**src/rtl/cskips_serial_sub.sv**
```systemverilog
// Block-serial carry-skip subtractor: D = A - B, one 4-bit block per clock,
// least significant block first. Each block adds A_blk + ~B_blk + carry and
// bypasses the ripple carry when all four propagate bits are set.
//
// Handshake (both sides): a transfer happens on a rising edge where the
// sender's valid and the receiver's ready are both high. o_ready is high only
// in IDLE. o_valid is high only in DONE, and the result outputs hold still
// until the edge on which i_ready is seen high.
module cskips_serial_sub #(
  parameter  int WIDTH = 24,
  localparam int NBLK  = WIDTH / 4,
  localparam int CW    = $clog2(NBLK + 1),
  localparam int IW    = $clog2(NBLK)
) (
  input  logic             i_clk,
  input  logic             i_rst,
  input  logic             i_valid,
  output logic             o_ready,
  input  logic [WIDTH-1:0] i_sub_term1,
  input  logic [WIDTH-1:0] i_sub_term2,
  output logic [WIDTH-1:0] diff,
  output logic             bout,
  output logic             ovf,
  output logic [CW-1:0]    o_skip_cnt,
  output logic             o_valid,
  input  logic             i_ready,
  output logic [1:0]       dbg_state
);

  typedef enum logic [1:0] {
    IDLE = 2'd0,
    RUN  = 2'd1,
    DONE = 2'd2
  } state_t;

  state_t state_q, state_d;

  logic [WIDTH-1:0] a_q, b_q;
  logic             carry_q;
  logic [IW-1:0]    idx_q;

  logic [3:0] a_blk, nb_blk, p_blk;
  logic [4:0] sum5;
  logic       skip_blk, carry_next, last_blk;

  assign o_ready   = (state_q == IDLE);
  assign o_valid   = (state_q == DONE);
  assign dbg_state = state_q;

  // Current block slice, ripple sum and skip-path carry selection.
  always_comb begin
    a_blk      = a_q[{idx_q, 2'b00} +: 4];
    nb_blk     = ~b_q[{idx_q, 2'b00} +: 4];
    p_blk      = a_blk ^ nb_blk;
    sum5       = {1'b0, a_blk} + {1'b0, nb_blk} + {4'b0000, carry_q};
    skip_blk   = &p_blk;
    // With every propagate bit set the block passes its carry-in straight
    // through; the ripple carry-out would be identical.
    carry_next = skip_blk ? carry_q : sum5[4];
    last_blk   = (idx_q == IW'(NBLK - 1));
  end

  // State register.
  always_ff @(posedge i_clk) begin
    if (i_rst) state_q <= IDLE;
    else       state_q <= state_d;
  end

  // Next-state logic: accept in IDLE, walk blocks in RUN, hand off in DONE.
  always_comb begin
    state_d = state_q;
    case (state_q)
      IDLE:    if (i_valid)  state_d = RUN;
      RUN:     if (last_blk) state_d = DONE;
      DONE:    if (i_ready)  state_d = IDLE;
      default: state_d = IDLE;
    endcase
  end

  // Operand capture, per-block result write-back and final flag update.
  always_ff @(posedge i_clk) begin
    if (i_rst) begin
      a_q        <= '0;
      b_q        <= '0;
      carry_q    <= 1'b0;
      idx_q      <= '0;
      diff       <= '0;
      bout       <= 1'b0;
      ovf        <= 1'b0;
      o_skip_cnt <= '0;
    end else begin
      case (state_q)
        IDLE: begin
          if (i_valid) begin
            a_q        <= i_sub_term1;
            b_q        <= i_sub_term2;
            carry_q    <= 1'b1;  // the +1 of two's-complement negation
            idx_q      <= '0;
            o_skip_cnt <= '0;
          end
        end
        RUN: begin
          diff[{idx_q, 2'b00} +: 4] <= sum5[3:0];
          carry_q <= carry_next;
          idx_q   <= idx_q + IW'(1);
          if (skip_blk) o_skip_cnt <= o_skip_cnt + CW'(1);
          if (last_blk) begin
            bout <= ~carry_next;
            // sum5[3] is the result MSB while the top block is processed.
            ovf  <= (a_q[WIDTH-1] != b_q[WIDTH-1]) && (sum5[3] != a_q[WIDTH-1]);
          end
        end
        default: ;
      endcase
    end
  end

endmodule
```
**config.mk**
```make
export PLATFORM = sky130hd
export DESIGN_NAME = cskips_serial_sub
export DESIGN_NICKNAME = d
export VERILOG_FILES = /design/src/rtl/cskips_serial_sub.sv
export SDC_FILE = /design/constraint.sdc
export NUM_CORES = 1
export LEC_CHECK = 0
export ABC_AREA = 1
export CORE_UTILIZATION = 47
export CTS_BUF_LIST = sky130_fd_sc_hd__clkbuf_4
export CTS_CLUSTER_DIAMETER = 100
export DETAILED_ROUTE_END_ITERATION = 10
export HOLD_SLACK_MARGIN = 0.1
export PLACE_DENSITY = 0.83
export SYNTH_ARGS = -nofsm -noshare
export SYNTH_HDL_FRONTEND = slang
export SYNTH_SLANG_ARGS = --single-unit
export TNS_END_PERCENT = 10
```
**constraint.sdc**
```tcl
create_clock -name i_clk -period 2.73 [get_ports i_clk]
set_clock_uncertainty 0.1 [all_clocks]
set_input_delay 0.6825 -clock i_clk [delete_from_list [all_inputs] [get_ports i_clk]]
set_output_delay 0.6825 -clock i_clk [all_outputs]
set_load 0.03 [all_outputs]
```
Yosys cells after proc, flatten, opt, wreduce, memory -nomap -nowiden
Cells that the tools add are included.
{"block": "totals", "ram_bits": 0, "ff_bits": 83, "latchBits": 0, "n_memories": 0, "mem_bits_ro": 0, "input_bits": 52}
{"block": "op_classes", "n_shift": 4, "mux": 12, "eq_ne": 9, "multipliers": 0, "n_reduce_logical": 9, "add_sub_neg": 5, "n_bitwise": 3, "n_div": 0, "n_lt_le_gt_ge": 0}
{"op": "$shiftx 24x6->4", "count": 2}
{"op": "$bwmux 24", "count": 1}
{"op": "$shift 4x7->24 const A", "count": 1}
{"op": "$shiftx 4x7->24", "count": 1}
{"op": "$pmux 3 s2", "count": 2}
{"op": "$neg 5->7", "count": 1}
{"op": "$add 3x1->3 const B", "count": 2}
{"op": "$mux 2", "count": 3}
{"op": "$mux 3", "count": 2}
{"op": "$ne 2x2->1 const B", "count": 3}
{"op": "$pmux 2 s3", "count": 1}
{"op": "$reduce_and 2->1", "count": 3}
{"op": "$reduce_and 3->1", "count": 2}
{"op": "$add 4x4->5", "count": 1}
{"op": "$add 5x1->5", "count": 1}
{"op": "$not 4->4", "count": 1}
{"op": "$reduce_and 4->1", "count": 1}
{"op": "$xor 4x4->4", "count": 1}
{"op": "$eq 3x3->1 const B", "count": 1}
{"op": "$eq 2x1->1 const B", "count": 1}
{"op": "$eq 2x2->1 const B", "count": 1}
{"op": "$logic_not 2->1", "count": 1}
{"op": "$mux 1", "count": 2}
{"op": "$ne 1x1->1", "count": 2}
{"op": "other kinds (5)", "count": 5}

Logic depth before layout (Yosys ltp)
{"block": "logic_depth", "word_depth": 6, "mapped_depth": 16, "depth_no_buf": 15}

Least setup slack after synthesis
OpenSTA, ideal clock, no wires.
{"block": "synth_path", "path_kind": "register to register", "from": "reg idx_q[0]", "to": "reg diff[21]", "setup_time_ns": 0.065, "path_slack_ns": 0.160, "arrival_ns": 2.406, "t_required_ns": 2.565, "path_stages_with_launch": 11, "path_cell_list": "dfxtp_1 > buf_4 > clkbuf_1 > nor2_1 > nor3_1 > nor2_1 > fa_1 > fa_1 > nor4_1 > o21ai_0 > nor2_1"}
{"block": "synth_via", "elab_chain_len": 6, "word_cells_on_any_way": 9}
{"item": "start: declaration", "line_no": "40", "source": "logic [IW-1:0] idx_q;"}
{"item": "start signal: assignment", "line_no": "105", "source": "idx_q <= idx_q + IW'(1);"}
{"item": "$shiftx 24x6->4", "line_no": "53", "source": "nb_blk = ~b_q[{idx_q, 2'b00} +: 4];"}
{"item": "$not 4->4", "line_no": "53"}
{"item": "$add 4x4->5", "line_no": "55", "source": "sum5 = {1'b0, a_blk} + {1'b0, nb_blk} + {4'b0000, carry_q};"}
{"item": "$add 5x1->5", "line_no": "55"}
{"item": "$shiftx 4x7->24", "line_no": "103", "source": "diff[{idx_q, 2'b00} +: 4] <= sum5[3:0];"}
{"item": "$bwmux 24 *", "line_no": "103"}
{"item": "end signal: indexed assignment", "line_no": "103"}
{"item": "end: declaration", "line_no": "21", "source": "output logic [WIDTH-1:0] diff,"}
Every way passes the cells marked *; elsewhere a longest branch is shown, timed or not.
A chain may end at the register's enable or synchronous reset.

Worst setup path after layout
{"block": "layout_path", "from": "reg idx_q[0]", "to": "reg diff[23]"}
Same word-level chain as after synthesis.

==> impl_metrics.toml <==
[logic_synthesis]
synth_seq_area_share_pct = 42.4
synth_edf_count = 0
async_flop_share_pct = 0
synth_area_leader_cell = "dfxtp_1"
synth_compound_area_share_pct = 15.8
synth.area.top_cells = "dfxtp_1 42%, nor2_1 15%, o21ai_0 10%"
ys_ff_latch = 83
synth_top_area_share_pct = 42.4
synth_top_family_by_area = "simple AND/OR/NAND/NOR gates"
syn_nets = 598
synth_xor_area_share_pct = 0.224
synthAdderAreaFrac_pct = 4.54
ys.warnings.count = 0
synth_cell_types = 38
synth_cells = 533
synth_area_per_cell_sq_um = 7.35
yosys.area_share.simple_pct = 29.1
syn_area_sq_um = 3920
synth_flop_cell = "dfxtp_1"
synthMuxAreaShare_pct = 0

[sta]
period_share_pct = 93.9
drv_slew = 0
fin_setup_tns_ns = 0
slew_headroom_pct = 71.5
fin_crit_ns = 2.56
whs_ns = 0.378
finalHoldViolCount = 0
fmax_mhz = 390
setup_viol = 0
tightest_slew_ns = 0.427

[worst_setup_path]
criticalPathCategory = "flip-flop to flip-flop"
start_kind = "flip-flop"
path_max_fanout = 17
arrival_ns = 2.83
startpoint = "idx_q[0]$_SDFFE_PP0P_"
regToRegStartpoint = "idx_q[0]$_SDFFE_PP0P_"
end_kind = "flip-flop"
critPathRequiredTime_ns = 3.00

[global_route]
use_met3_pct = 4.15
grt_pass1_wl_mm = 15.6
grt.overflow.total = 0
grt_use_met1_pct = 27.3
use_met2_pct = 39.0
busiest_layer = "met2"
antenna_found_initial = 0
first_global_vias = 3477
grt.total_usage_pct = 22.7
grt_max_degree = 47

[drt]
postRouteAntennaNets = 0
vias = 3785
drt-vias-per-instance = 5.25
drt_iter0_markers = 193
firstDrtPassIters = 6
drc = 0
drt-total-wl_mm = 9.33
drt-wirelength-per-cell_microns = 12.9

[clock_network]
cts.clk_slew.worst_paths_ns = 0.12
ctsLongestPathBuffers = 2
postCtsHoldBufs = 0
cts_made_buffers = 9
cts-root-buf = "clkbuf_4"
cts_setup_buffers = 0
cts.sinks = 83
cts_max_level = 3
tritoncts = "done"
insertion_delay_ns = 0.43

[die]
die_y_microns = 93.3
die_w_microns = 93.3
die_area_sq_um = 8700
coreArea_sq_um = 7890
initial_core_util_pct = 49.7
io_pins = 85
rows = 32

[layout]
area_growth_pct = 26.4
layout_commonest_cell = "nor2_1"
final_nets = 680
drive_above_1_share_pct = 10.3
fin_area_sq_um = 4950
layout_common_cells = "157 x nor2_1, 84 x clkdlybuf4s50_1, 81 x dfxtp_1"
stdcell_count = 721
n_antenna_cell = 0

[place]
placed_cells = 706
placed_area_sq_um = 4810
place_hpwl_mm = 7.10
placement.io_buffers = 84
place.gp.congestion = 0.920

[worst_hold_path]
hold_path_startpoint = "diff[10]$_SDFFE_PP0P_"
hp-class = "flip-flop to flip-flop"

[outcome]
outcome = "finished, final reports clean"

[pwr]
vdd_drop_max_uv = 262
power_density_nw_per_um2 = 543
p_leak_nw = 2.05
total_power_mw = 2.69

[run]
cap_viol_max_count = 0
==> through the flow <==
stage	utilization, %	setup WS, ns
4_1_cts	62.6	0.143
2_1_floorplan	-	0.160
6_report	62.8	0.166
3_3_place_gp	61.0	0.237
3_5_place_dp	61.0	0.188
5_1_grt	62.8	-0.0226
==> registers in the layout (all words and copies together), names as in the netlist <==
register,cells
idx_q,3
carry_q,1
a_q,24
diff,24
o_skip_cnt,3
dbg_state,2
bout,1
ovf,1
b_q,24
==> area by class of cell <==
cell class	instances	area, sq um
clock buffers	9	67.6
multi-input cells	390	1960
repair buffers	98	946
fillers	699	2940
well taps	102	128
clock inverters	6	57.6
inverters	33	131
flip-flops and latches	83	1660
==> synthesized netlist by cell type, types with 6 or more instances <==
master    number
nand3_1       19
dfxtp_1       83
nor2_1       157
nand2_1       46
inv_1         25
ha_1          11
clkbuf_1      12
o21ai_0       79
a21oi_1       26
buf_6          7
or2_2          6
==> worst paths after layout <==
path | slack [ns] | depth (start not counted) | end
setup / recovery | 0.17 | 11 | diff[23]$_SDFFE_PP0P_
setup reg to reg | 0.17 | 11 | diff[23]$_SDFFE_PP0P_
hold reg to reg | 0.38 | 2 | diff[10]$_SDFFE_PP0P_
hold / removal | 0.38 | 2 | diff[10]$_SDFFE_PP0P_
==> kinds of logic after synthesis <==
| logic type | after synthesis |
|---|---|
| buffers and inverters | 60 |
| AND/OR/NAND/NOR | 257 |
| flip-flops | 83 |
| XOR/XNOR | 1 |
| AO/OA/AOI/OAI | 119 |
| adder cells (fa/ha/maj) | 13 |
==> where the power goes <==
part	internal, mW	switching, mW
Clock	0.268	0.413
Sequential	1.29	0.0477
Combinational	0.263	0.410
Total	1.82	0.870
==> repair_timing <==
action / CTS / global route
gates resized for setup: 0 / 6
hold endpoints to repair: 0 / 0
endpoints found under the setup margin: 0 / 18
==> critical path, stage by stage (launching register included) <==
cell and delay [ns]:
dfxtp_1 0.35, buf_4 0.19, or2_2 0.30, o211ai_1 0.07, o21ai_0 0.14, a21oi_1 0.18, ha_2 0.34, a21oi_2 0.20
nand3_1 0.12, nand2_1 0.20, nand3_1 0.15, a21oi_1 0.15
==> routing by layer <==
| layer | part of all wire (%) | up-vias |
|---|---|---|
| met2 | 48 | 128 |
| met3 | 5.1 | 27 |
| met4 | 3.0 | 0 |
| met1 | 44 | 1721 |
| met5 | 0 | - |
| li1 | - | 1909 |
Note: power is estimated with default switching activity, not from simulation.
